**config.mk**
```make
export PLATFORM = sky130hd
export DESIGN_NAME = frame_binarizer_capture_flat
export DESIGN_NICKNAME = d
export VERILOG_FILES = /design/src/rtl/qr_capture_pkg.sv /design/src/rtl/frame_binarizer_capture_if.sv /design/src/rtl/luma_mean_accumulator.sv /design/src/rtl/frame_binarizer_capture.sv /design/src/flat_wrapper.sv
export SDC_FILE = /design/constraint.sdc
export NUM_CORES = 1
export LEC_CHECK = 0
export CORE_ASPECT_RATIO = 0.5
export CORE_MARGIN = 2
export CORE_UTILIZATION = 45
export CTS_CLUSTER_SIZE = 12
export DETAILED_ROUTE_END_ITERATION = 7
export MAX_ROUTING_LAYER = met4
export PLACE_DENSITY_LB_ADDON = 0.3
export SYNTH_ARGS = -nofsm -noshare
export SYNTH_HDL_FRONTEND = slang
export SYNTH_HIERARCHICAL = 1
export SYNTH_SLANG_ARGS = --single-unit
```
**constraint.sdc**
```tcl
create_clock -name clk_in -period 3.5 [get_ports clk_in]
set_input_delay 1.05 -clock clk_in [delete_from_list [all_inputs] [get_ports clk_in]]
set_output_delay 1.05 -clock clk_in [all_outputs]
set_load 0.01 [all_outputs]
```
**src/rtl/qr_capture_pkg.sv**
```systemverilog
// Shared types and default geometry for the camera frame capture/binarize stage.
// Optional feature macro used by the capture top: ADAPTIVE_THRESHOLD_EN.
package qr_capture_pkg;

   typedef enum logic [1:0] {
      IDLE    = 2'd0,
      ARMED   = 2'd1,
      CAPTURE = 2'd2,
      DONE    = 2'd3
   } capture_state_t;

   localparam int DEF_WIDTH    = 480;
   localparam int DEF_HEIGHT   = 480;
   localparam int DEF_X_OFFSET = 400;
   localparam int DEF_Y_OFFSET = 120;
   localparam int FRAME_PIXELS = DEF_WIDTH * DEF_HEIGHT;

   // Rounded 2^24/pixels, so that (sum * recip) >> 24 approximates sum / pixels.
   function automatic int mean_recip(input int pixels);
      return ((1 << 24) + pixels / 2) / pixels;
   endfunction

   localparam int MEAN_RECIP = mean_recip(FRAME_PIXELS);

endpackage

```
**src/rtl/frame_binarizer_capture_if.sv**
```systemverilog
// Camera pixel stream in, 1-bit frame BRAM write port out.
interface frame_binarizer_capture_if;
   logic        pixel_valid_in;
   logic [10:0] hcount_in;
   logic [9:0]  vcount_in;
   logic [7:0]  luma_in;
   logic [19:0] bram_addr_out;
   logic        bram_din_out;
   logic        bram_we_out;

   modport master (
      output pixel_valid_in, hcount_in, vcount_in, luma_in,
      input  bram_addr_out, bram_din_out, bram_we_out
   );

   modport slave (
      input  pixel_valid_in, hcount_in, vcount_in, luma_in,
      output bram_addr_out, bram_din_out, bram_we_out
   );
endinterface

```
**src/rtl/luma_mean_accumulator.sv**
```systemverilog
// Running luma sum over one captured window and its mean via reciprocal multiply.
// Only instantiated when ADAPTIVE_THRESHOLD_EN is defined.
module luma_mean_accumulator
   import qr_capture_pkg::*;
#(
   parameter int RECIP = MEAN_RECIP
) (
   input  logic        clk_in,
   input  logic        rst_in,
   input  logic        clear_in,
   input  logic        add_en_in,
   input  logic [7:0]  luma_in,
   output logic [25:0] sum_out,
   output logic [7:0]  mean_out
);

   logic [25:0] sum_reg;
   logic [63:0] prod;

   // Clear and add in the same cycle starts a fresh sum with the current pixel.
   always_ff @(posedge clk_in) begin
      if (rst_in) begin
         sum_reg <= '0;
      end else if (clear_in) begin
         sum_reg <= add_en_in ? 26'(luma_in) : 26'd0;
      end else if (add_en_in) begin
         sum_reg <= sum_reg + 26'(luma_in);
      end
   end

   always_comb begin
      prod = 64'(sum_reg) * 64'(RECIP);
      if (prod >= 64'h0000_0001_0000_0000) begin
         mean_out = 8'hFF;
      end else begin
         mean_out = prod[31:24];
      end
   end

   assign sum_out = sum_reg;

endmodule

```
**src/rtl/frame_binarizer_capture.sv**
```systemverilog
// Crops a window from the camera luma stream, thresholds it and writes one frame into the 1-bit BRAM.
// ADAPTIVE_THRESHOLD_EN: next arm uses the mean luma of the last completed frame as threshold.
module frame_binarizer_capture
   import qr_capture_pkg::*;
#(
   parameter int WIDTH    = DEF_WIDTH,
   parameter int HEIGHT   = DEF_HEIGHT,
   parameter int X_OFFSET = DEF_X_OFFSET,
   parameter int Y_OFFSET = DEF_Y_OFFSET
) (
   input  logic                      clk_in,
   input  logic                      rst_in,
   frame_binarizer_capture_if.slave  cam,
   input  logic [7:0]                threshold_in,
   input  logic                      capture_req_in,
   output logic                      busy_out,
   output logic                      frame_done_out,
   output logic [7:0]                threshold_out
);

   localparam int          PIXELS    = WIDTH * HEIGHT;
   localparam logic [10:0] X_LO      = 11'(X_OFFSET);
   localparam logic [10:0] X_HI      = 11'(X_OFFSET + WIDTH);
   localparam logic [9:0]  Y_LO      = 10'(Y_OFFSET);
   localparam logic [9:0]  Y_HI      = 10'(Y_OFFSET + HEIGHT);
   localparam logic [19:0] LAST_ADDR = 20'(PIXELS - 1);

   capture_state_t state_reg;
   logic [19:0]    cnt_reg;
   logic [19:0]    addr_reg;
   logic           din_reg;
   logic           we_reg;
   logic           busy_reg;
   logic           done_reg;
   logic [7:0]     thresh_reg;
   logic [7:0]     arm_thresh;

   logic           sof;
   logic           in_window;
   logic           do_write;
   logic [19:0]    addr_eff;

   // A start-of-frame pixel restarts the write counter in the same cycle it is processed.
   always_comb begin
      sof       = cam.pixel_valid_in && (cam.hcount_in == 11'd0) && (cam.vcount_in == 10'd0);
      in_window = cam.pixel_valid_in
                  && (cam.hcount_in >= X_LO) && (cam.hcount_in < X_HI)
                  && (cam.vcount_in >= Y_LO) && (cam.vcount_in < Y_HI);
      do_write  = in_window && ((state_reg == CAPTURE) || ((state_reg == ARMED) && sof));
      addr_eff  = sof ? 20'd0 : cnt_reg;
   end

`ifdef ADAPTIVE_THRESHOLD_EN
   logic [25:0] acc_sum;
   logic [7:0]  acc_mean;
   logic [7:0]  next_thresh_reg;
   logic        have_next_reg;

   luma_mean_accumulator #(
      .RECIP (mean_recip(PIXELS))
   ) u_acc (
      .clk_in    (clk_in),
      .rst_in    (rst_in),
      .clear_in  (sof),
      .add_en_in (do_write),
      .luma_in   (cam.luma_in),
      .sum_out   (acc_sum),
      .mean_out  (acc_mean)
   );

   // The sum is complete during DONE; an aborted or restarted frame never reaches it.
   always_ff @(posedge clk_in) begin
      if (rst_in) begin
         next_thresh_reg <= 8'd0;
         have_next_reg   <= 1'b0;
      end else if (state_reg == DONE) begin
         next_thresh_reg <= acc_mean;
         have_next_reg   <= 1'b1;
      end
   end

   assign arm_thresh = have_next_reg ? next_thresh_reg : threshold_in;
`else
   assign arm_thresh = threshold_in;
`endif

   always_ff @(posedge clk_in) begin
      if (rst_in) begin
         state_reg  <= IDLE;
         cnt_reg    <= 20'd0;
         addr_reg   <= 20'd0;
         din_reg    <= 1'b0;
         we_reg     <= 1'b0;
         busy_reg   <= 1'b0;
         done_reg   <= 1'b0;
         thresh_reg <= threshold_in;
      end else begin
         we_reg   <= 1'b0;
         done_reg <= 1'b0;
         case (state_reg)
            IDLE: begin
               if (capture_req_in) begin
                  state_reg  <= ARMED;
                  busy_reg   <= 1'b1;
                  thresh_reg <= arm_thresh;
               end
            end
            ARMED, CAPTURE: begin
               if (sof) begin
                  state_reg <= CAPTURE;
                  cnt_reg   <= 20'd0;
               end
               if (do_write) begin
                  we_reg   <= 1'b1;
                  addr_reg <= addr_eff;
                  din_reg  <= (cam.luma_in >= thresh_reg);
                  if (addr_eff == LAST_ADDR) begin
                     state_reg <= DONE;
                     busy_reg  <= 1'b0;
                     cnt_reg   <= 20'd0;
                  end else begin
                     cnt_reg <= addr_eff + 20'd1;
                  end
               end
            end
            DONE: begin
               state_reg <= IDLE;
               done_reg  <= 1'b1;
            end
            default: state_reg <= IDLE;
         endcase
      end
   end

   assign cam.bram_addr_out = addr_reg;
   assign cam.bram_din_out  = din_reg;
   assign cam.bram_we_out   = we_reg;
   assign busy_out          = busy_reg;
   assign frame_done_out    = done_reg;
   assign threshold_out     = thresh_reg;

endmodule
```
**src/flat_wrapper.sv**
```systemverilog
// flat-port wrapper written by rule: the top's interface ports become plain ports
module frame_binarizer_capture_flat import qr_capture_pkg::*;
#(
   parameter int WIDTH    = DEF_WIDTH,
   parameter int HEIGHT   = DEF_HEIGHT,
   parameter int X_OFFSET = DEF_X_OFFSET,
   parameter int Y_OFFSET = DEF_Y_OFFSET
)
  (clk_in, rst_in, threshold_in, capture_req_in, busy_out, frame_done_out, threshold_out, cam_pixel_valid_in, cam_hcount_in, cam_vcount_in, cam_luma_in, cam_bram_addr_out, cam_bram_din_out, cam_bram_we_out);
  frame_binarizer_capture_if cam_i ();
  input  logic clk_in;
  input  logic rst_in;
  input  logic [7:0] threshold_in;
  input  logic capture_req_in;
  output logic busy_out;
  output logic frame_done_out;
  output logic [7:0] threshold_out;
  input wire logic [$bits(cam_i.pixel_valid_in)-1:0] cam_pixel_valid_in;
  input wire logic [$bits(cam_i.hcount_in)-1:0] cam_hcount_in;
  input wire logic [$bits(cam_i.vcount_in)-1:0] cam_vcount_in;
  input wire logic [$bits(cam_i.luma_in)-1:0] cam_luma_in;
  output wire logic [$bits(cam_i.bram_addr_out)-1:0] cam_bram_addr_out;
  output wire logic [$bits(cam_i.bram_din_out)-1:0] cam_bram_din_out;
  output wire logic [$bits(cam_i.bram_we_out)-1:0] cam_bram_we_out;
  assign cam_i.pixel_valid_in = cam_pixel_valid_in;
  assign cam_i.hcount_in = cam_hcount_in;
  assign cam_i.vcount_in = cam_vcount_in;
  assign cam_i.luma_in = cam_luma_in;
  assign cam_bram_addr_out = cam_i.bram_addr_out;
  assign cam_bram_din_out = cam_i.bram_din_out;
  assign cam_bram_we_out = cam_i.bram_we_out;
  frame_binarizer_capture #(.WIDTH(WIDTH), .HEIGHT(HEIGHT), .X_OFFSET(X_OFFSET), .Y_OFFSET(Y_OFFSET)) u_core (.clk_in(clk_in), .rst_in(rst_in), .cam(cam_i), .threshold_in(threshold_in), .capture_req_in(capture_req_in), .busy_out(busy_out), .frame_done_out(frame_done_out), .threshold_out(threshold_out));
endmodule
```
## Word level (Yosys, flattened, before mapping)

Cells that the tools add are included.

- Register bits after elaboration: 54
- Input bits: 41
- Output and inout port bits: 32
- Logic and storage cells: 59

- Add/sub/neg operators: 1
- Magnitude comparators: 5
- Equal/unequal tests: 7
- Multiplexer cells: 17
- Bitwise gates (word level): 1
- Reduce and logical (&&, ||, !) cells: 20

Operators by type and width:

| kind | number |
|---|---|
| two-way mux 20 bit | 3 |
| two-way mux 8 bit | 3 |
| adder 20 x 1 -> 20 bit, second input constant | 1 |
| equality test 20 x 18 -> 1 bit, second input constant | 1 |
| >= comparator 11 x 9 -> 1 bit, second input constant | 1 |
| zero test 11 bit | 1 |
| < comparator 11 x 10 -> 1 bit, second input constant | 1 |
| >= comparator 10 x 7 -> 1 bit, second input constant | 1 |
| zero test 10 bit | 1 |
| < comparator 10 bit, second input constant | 1 |
| >= comparator 8 bit | 1 |
| logical AND 1 bit | 8 |
| two-way mux 2 bit | 4 |
| one-hot mux 2 bit (3 select lines) | 1 |
| nonzero test 2 bit | 3 |
| two-way mux 1 bit | 5 |
| equality test 2 bit, second input constant | 2 |
| != test 2 x 1 -> 1 bit, second input constant | 2 |
| AND reduction 2 bit | 2 |
| AND reduction 4 bit | 1 |
| OR reduction 2 bit | 2 |
| equality test 2 x 1 -> 1 bit, second input constant | 1 |
| zero test 2 bit | 1 |
| != test 2 bit, second input constant | 1 |
| 3 further kinds | 3 |

## Depth between registers and ports, before layout

Gate-level depths: netlist (run 1).

- Word-level depth: 8
- Mapped depth: 12

## Worst setup path after synthesis (run 1)

Ideal clock, no wire load.

- Path kind: input-to-reg
- Start point: input port cam_hcount_in[7]
- End point: register u_core.cnt_reg[11]
- Arrival time: 3.286 ns
- Data required time: 3.436 ns
- Slack: 0.150 ns
- Stages on the path: 12
- Path buffers: 1
- Cells stage by stage: nor4b_1 -> and2_1 -> nand3_1 -> clkbuf_1 -> and2_1 -> ha_1 -> nor4b_1 -> nand3_1 -> nor3_1 -> a21oi_1 -> o311ai_0 -> nand3_1

- Longest elaborated chain between the ends: 7
- Elaborated cells between the ends (all ways): 17

RTL lines:

| what | line | RTL |
|---|---|---|
| start, declared | flat_wrapper.sv:19 | `input wire logic [$bits(cam_i.hcount_in)-1:0] cam_hcount_in;` |
| zero test 11 bit (*) | frame_binarizer_capture.sv:45 | `sof = cam.pixel_valid_in && (cam.hcount_in == 11'd0) && (cam.vcount_in == 10'd0);` |
| logical AND 1 bit (*) (2 in a row) | frame_binarizer_capture.sv:45 |  |
| two-way mux 20 bit (*) | frame_binarizer_capture.sv:50 | `addr_eff = sof ? 20'd0 : cnt_reg;` |
| named net u_core.addr_eff[0] | frame_binarizer_capture.sv:41 | `logic [19:0] addr_eff;` |
| adder 20 x 1 -> 20 bit / equality test 20 x 18 -> 1 bit (equally long branches) | frame_binarizer_capture.sv:122, frame_binarizer_capture.sv:117 |  |
| two-way mux 20 bit (*) | frame_binarizer_capture.sv:117 | `if (addr_eff == LAST_ADDR) begin` |
| two-way mux 20 bit (*) | frame_binarizer_capture.sv:113 | `if (do_write) begin` |
| end signal, assigned | frame_binarizer_capture.sv:122 | `cnt_reg <= addr_eff + 20'd1;` |
| end, declared | frame_binarizer_capture.sv:29 | `logic [19:0] cnt_reg;` |

The timed path passes the listed nets; every way through them passes the cells marked *.
A chain may end at the register's enable or synchronous reset.

## Worst setup path after layout (run 1)

- Start point: input port cam_hcount_in[8]
- End point: register u_core.cnt_reg[11]

The elaborated chain is that of the path after synthesis.

==> results of run 1 <==
## kinds of logic after synthesis
family	count (synthesis)
flip-flops	54
buffers and inverters	37
adder cells (fa/ha/maj)	13
AO/OA/AOI/OAI	82
multiplexers	1
AND/OR/NAND/NOR	178
## area by class of cell
cell class	count	share of cell area, %
Clock inverter	3	0.6868
Tap cell	88	2.628
Sequential cell	54	27.71
Clock buffer	5	2.986
Multi-Input combinational cell	274	40.97
Inverter	18	1.612
Timing Repair Buffer	105	23.41
## layout by cell type, fill, tap and decap left out, types with 6 or more instances in the layout
master and instances:
clkdlybuf4s50_1 72, a21o_1 6, or4_1 7, buf_4 32, dfxtp_1 46, nor3_1 12, a31oi_1 6, o211ai_1 10
and2_1 7, nand3_1 41, edfxtp_1 8, nor4_1 6, nor2_1 12, a21oi_1 30, nand2_1 55, nand4_1 10
inv_1 18, ha_1 13
## power by group through the flow
stage / sequential [W] / combinational, W / clock [W]
final: 0.000685 / 0.000281 / 0.000516
after global routing: 0.000688 / 0.000303 / 0.000546
after CTS: 0.000683 / 0.000273 / 0.000518
after detailed placement: 0.000698 / 0.000272 / 0
after global placement: 0.000696 / 0.000260 / 0
after floorplan: 0.000696 / 0.000137 / 0
## through the flow
stage          setup WS (ns)  area, sq um  total power [W]  utilization (%)
4_1_cts              0.07453         4136         0.001474            66.65
5_1_grt             -0.06619         4190         0.001538            67.52
2_1_floorplan         0.1499         2967        0.0008322                -
6_report             0.03453         4190         0.001482            67.52
3_3_place_gp        -0.04979         3983        0.0009561            64.17
3_5_place_dp         -0.1940         3983        0.0009693            64.17
## worst register-to-register path, stage by stage, from the launching register on
cell and delay [ns]:
dfxtp_1 0.48, nand4_1 0.27, nor3_1 0.48, o211ai_1 0.21, nor4_1 0.42, buf_4 0.21, nor3b_1 0.05, a211o_1 0.26
## layer usage
| metal | vias to the layer above | track usage [%] | share of wire [%] |
|---|---|---|---|
| li1 | 1558 | - | - |
| met1 | 1501 | 33.41 | 44 |
| met2 | 178 | 44.91 | 46 |
| met3 | 15 | 5.185 | 8.2 |
| met4 | 0 | 9.694 | 1.6 |
| met5 | - | - | 0 |
## path summary, 6_finish.rpt
kind	start	to	depth (start not counted)
setup / recovery	cam_hcount_in[8]	u_core/cnt_reg[11]	13
hold reg to reg	u_core/cam.bram_addr_out[19]	u_core/cam.bram_addr_out[19]	2
setup reg to reg	u_core/cnt_reg[2]	u_core/cnt_reg[19]	7
hold / removal	u_core/cam.bram_addr_out[19]	u_core/cam.bram_addr_out[19]	2
## timing repair
item,CTS,global route
endpoints found under the setup margin,0,12
gates resized for setup,0,8
hold endpoints to repair,0,0
==> metrics, run 1 <==
Syn Nets 419; I/O Pins 73; DP HPWL 6.840 mm; gr usage total 26.86%; # setup viols final 0; Seq/Total Area, Yosys 39.14%; Gate Count Post-Synth 365; TritonRoute pass-1 iters 5; Clock Latency Late Sink 0.30 ns; WHS 0.4525 ns; Largest stage delay, worst path ~0.45 ns; top_reg_cell synth dfxtp_1; Inst Count DP ~540; DR vias/cell 5.945; part of the power in registers a little under half; Final Cycle Share approximately 99%; Post-Synth XOR/XNOR Area 0%; Distinct cells, synth 56; Setup CP Type primary input to flip-flop; share of layout cells above drive strength 1 12.20%; crit-path cells clkdlybuf4s50_1 > nor4_2 > and2_1 > nand3_1 > and2_1 > ha_1 > nor4b_2 > nand3_1 > nor3_2 > a21oi_1 > buf_4 > o311ai_0 > nand3_1; register area 1161 sq um; Worst EP required roughly 3.7 ns; CTS Root Cell clkbuf_16; Internal Pwr Total 0.001063 W; Combinational Power Share 19.0%; FILL cells 539; wire per inst approximately 17 microns; R2R setup slack ~1 ns; routed via count roughly 3.3k; TritonCTS buffer count 5; status finished clean; RD Place Congestion roughly 0.99; Max Fclk 288.6 MHz; Worst Skew 0.01120 ns; crit path capture type flip-flop; post-synthesis mux area share less than 1%; CP max-delay cell clkdlybuf4s50_1; Net Sw Frac 28.24%; Final nets 512; number of flops mapped to enable cells by yosys 8; switching power 0.0004184 W; Post-synth top cells nand2_1, dfxtp_1, nand3_1, a21oi_1, inv_1; Fin Setup TNS 0 ns; max-slew violation count 0; Pleak 1.527 nW; first-pass GRT wire length 14.87 mm; Max-Cap Viols 0; TritonCTS clock tree yes; Synth Area in Compound Gates 18.77%; minimum clock period roughly 3.5 ns; final hold viol count 0; Seq cells post-synth 54; CP max FO 9; number of diodes 0; postcts setup bufs 0; grt total ovfl 0; Post-Synth Simple-Gate Area 31.29%; Power Density about 350 nW/um^2; Worst Path Buf+Inv 2; most used cell, CP nand3_1; cts hold-fix bufs 0; wirelength, routed 9.294 mm; yosys warns 6; Initial Utilization 47.80%; Yosys top cell area share 31.04%; synthesized cell area 2967 sq um; DIE HEIGHT ~60 microns; Remaining DRCs 0; initial DRC count 354; worst hold path type flip-flop to flip-flop; H-Tree Depth 2; main combinational cell family by area after synthesis simple AND/OR/NAND/NOR gates; Max IR drop VDD between 200 and 250 uV; Data arrival, critical path roughly 3.7 ns; Post-Synth Adder-Cell Area 5.483%; die span in x 118.8 microns; IO buf count 72; antenna violations before repair 0; core area ~6200 sq um; Reg clk slew, reported paths 0.07 ns; CTS sink count 54; Post-synth ARST share 0%; most frequent cell after synthesis nand2_1; top cells by area, synth dfxtp_1, edfxtp_1, nand2_1; area of the multi-input gates 1717 sq um; synthesized area per cell 8.128 sq um; Yosys top cell by area dfxtp_1; Layout Cells excl Fill 547; largest net degree at the start of global routing 33; CP top delay family simple AND/OR/NAND/NOR gates; Clock Power Share 34.8%; die area between 7000 and 8000 sq um; CTS Buffer Depth 2; row count 20; Max-Slew Margin vs Limit 45.29%; vias in the first global route 3,015; CP Launch Type primary input; pin slew with the least headroom to its limit 0.8176 ns; ANT nets after route 0; Synth-to-Final Area Change 41.25%
(Power assumes the default switching activity.)
==> run 2, diff against run 1 <==
==> constraint.sdc (replaced) <==
create_clock -name clk_in -period 3.1 [get_ports clk_in]
set_input_delay 0.93 -clock clk_in [delete_from_list [all_inputs] [get_ports clk_in]]
set_output_delay 0.93 -clock clk_in [all_outputs]
set_load 0.01 [all_outputs]
==> run 2 against run 1 <==
  * Sequential power increased by 13%
  * Power increased by 12%
  * Die area unchanged
  * First-iteration DRC count increased by 4.5%
  * Via count increased by 4.7%
  * Largest cell class unchanged
==> metrics, run 2 (synthesis results as in run 1) <==
Remaining DRCs 0 (unchanged); Synth-to-Final Area Change 48.67% (was 41.25%); Power Density 377.9 nW/um^2 (was 353.6 nW/um^2); TritonCTS buffer count 5 (unchanged); switching power 0.0004643 W (was 0.0004184 W); die area 7298 sq um (unchanged); Worst EP required 3.35 ns (was 3.73 ns); top layer in use met4 (unchanged); Combinational Power Share 20.2% (was 19.0%); routed via count 3,405 (was 3,252); pin slew with the least headroom to its limit 0.6675 ns (was 0.8176 ns); CP Launch Type primary input (unchanged); WL met3 999 microns (was 761 microns); FILL cells 502 (was 539); Data arrival, critical path 3.31 ns (was 3.69 ns); gr usage total 27.74% (was 26.86%); CTS Root Cell clkbuf_16 (unchanged); ANT nets after route 0 (unchanged); Pleak 1.734 nW (was 1.527 nW); number of diodes 0 (unchanged); Final nets 525 (was 512); Reg clk slew, reported paths 0.07 ns (about the same); # setup viols final 0 (unchanged); wirelength, routed 9.878 mm (was 9.294 mm); largest net degree at the start of global routing 34 (was 33); grt total ovfl 0 (unchanged); first-pass GRT wire length 15.25 mm (was 14.87 mm); CP max FO 4 (was 9); Max-Cap Viols 0 (unchanged); Routed met2 length 4.482 mm (was 4.272 mm); CTS sink count 54 (unchanged); Setup CP Type primary input to flip-flop (unchanged); Max Fclk 326.7 MHz; part of the power in registers 46.4% (was 46.2%); H-Tree Depth 2 (unchanged); share of layout cells above drive strength 1 17.58% (was 12.20%); Initial Utilization 47.80% (unchanged); final hold viol count 0 (unchanged); antenna violations before repair 0 (unchanged); Final Power 0.001667 W (was 0.001482 W); row count 20 (unchanged); Net Sw Frac 27.86% (was 28.24%); Met1 Routed Length 4.176 mm (was 4.108 mm); worst hold path type flip-flop to flip-flop (unchanged); Max-Slew Margin vs Limit 55.34% (was 45.29%); Clock Power Share 33.4% (was 34.8%); Layout Cells excl Fill 560 (was 547); status finished clean (unchanged); commonest non-fill, non-tap cell in the layout clkdlybuf4s50_1 (unchanged); minimum clock period 3.061 ns; DP HPWL 7.071 mm (was 6.840 mm); max-slew violation count 0 (unchanged); Internal Pwr Total 0.001202 W (was 0.001063 W); wire per inst 17.64 microns (was 16.99 microns); CTS Buffer Depth 2 (unchanged); Worst Skew 0.008534 ns (was 0.01120 ns); die span in x 118.8 microns (unchanged); TritonRoute pass-1 iters 5 (unchanged); cts hold-fix bufs 0 (unchanged); DR vias/cell 6.080 (was 5.945); design area 4410 sq um (was 4190 sq um); IO buf count 72 (unchanged); Final Cycle Share 98.73%; crit path capture type flip-flop (unchanged); RD Place Congestion 0.9884 (was 0.9924); initial DRC count 370 (was 354); Max IR drop VDD 219.4 uV (was 213.5 uV); TritonCTS clock tree yes (unchanged); I/O Pins 73 (unchanged); commonest non-fill, non-tap cells in the layout clkdlybuf4s50_1, nand2_1, dfxtp_1, buf_4, nand3_1 (was clkdlybuf4s50_1, nand2_1, dfxtp_1, nand3_1, buf_4); RSZ-0062 raised after global routing yes; Placement Cell Area 4051 sq um (was 3983 sq um); Clock Latency Late Sink 0.30 ns (about the same); DIE HEIGHT 61.42 microns (unchanged); core area 6206 sq um (unchanged); vias in the first global route 3,168 (was 3,015); Inst Count DP 546 (was 539)
## run 2: power by group through the flow
stage / registers, W / clock network (W) / logic [W]
after floorplan: 0.000785 / 0 / 0.000154
after global placement: 0.000784 / 0 / 0.000300
after detailed placement: 0.000788 / 0 / 0.000316
after CTS: 0.000772 / 0.000561 / 0.000324
after global routing: 0.000775 / 0.000587 / 0.000363
final: 0.000773 / 0.000557 / 0.000336
## run 2: layout make-up
cell class | count | area (sq um) | share of cell area (%)
clock buffer | 6 | 128.9 | 2.922
clock inverter | 2 | 13.76 | 0.3121
inverter | 18 | 67.56 | 1.532
multi-input combinational | 275 | 1809 | 41.02
sequential | 54 | 1161 | 26.33
tap | 88 | 110.1 | 2.496
timing repair buffer | 117 | 1120 | 25.39
## run 2: worst paths after layout
check	startpoint	endpoint	slack (ns)	cells past startpoint
worst min-delay path	u_core/cam.bram_addr_out[13]	u_core/cam.bram_addr_out[13]	0.46	2
worst max-delay path	cam_hcount_in[3]	u_core/state_reg[1]	0.04	11
worst max register to register	u_core/cnt_reg[2]	u_core/cnt_reg[19]	0.62	7
worst min register to register	u_core/cam.bram_addr_out[13]	u_core/cam.bram_addr_out[13]	0.46	2
## run 2: timing repair
item                       CTS  global route
gates resized for setup     10            31
cloned                       1             0
setup endpoints to repair   17            23
buffers inserted             1             4
pin swaps                    3            10
## run 2: layer usage
metal	track usage [%]	vias to the layer above
met2	48.19	218
met5	-	-
met4	7.993	0
met1	34.04	1583
met3	5.185	30
li1	-	1574
## run 2: metrics by stage
step / util (%) / worst slack [ns] / hold slack, ns / TNS (ns)
2_1_floorplan: - / 0.01326 / 0.4438 / 0
3_3_place_gp: 65.28 / -0.3487 / 0.4410 / -7.827
3_5_place_dp: 65.28 / -0.4056 / 0.4452 / -10.30
4_1_cts: 68.75 / -0.009386 / 0.4529 / -0.009386
5_1_grt: 71.07 / -0.06374 / 0.4739 / -0.2080
6_report: 71.07 / 0.03948 / 0.4567 / 0
## run 2: critical path, stage by stage
cell	delay (ns)
clkdlybuf4s50_1	0.54
nor4_4	0.06
and2_4	0.17
nand3_2	0.10
and2_4	0.15
ha_1	0.17
buf_4	0.14
nand4b_1	0.13
or4_4	0.48
nor2_1	0.28
o31a_1	0.16
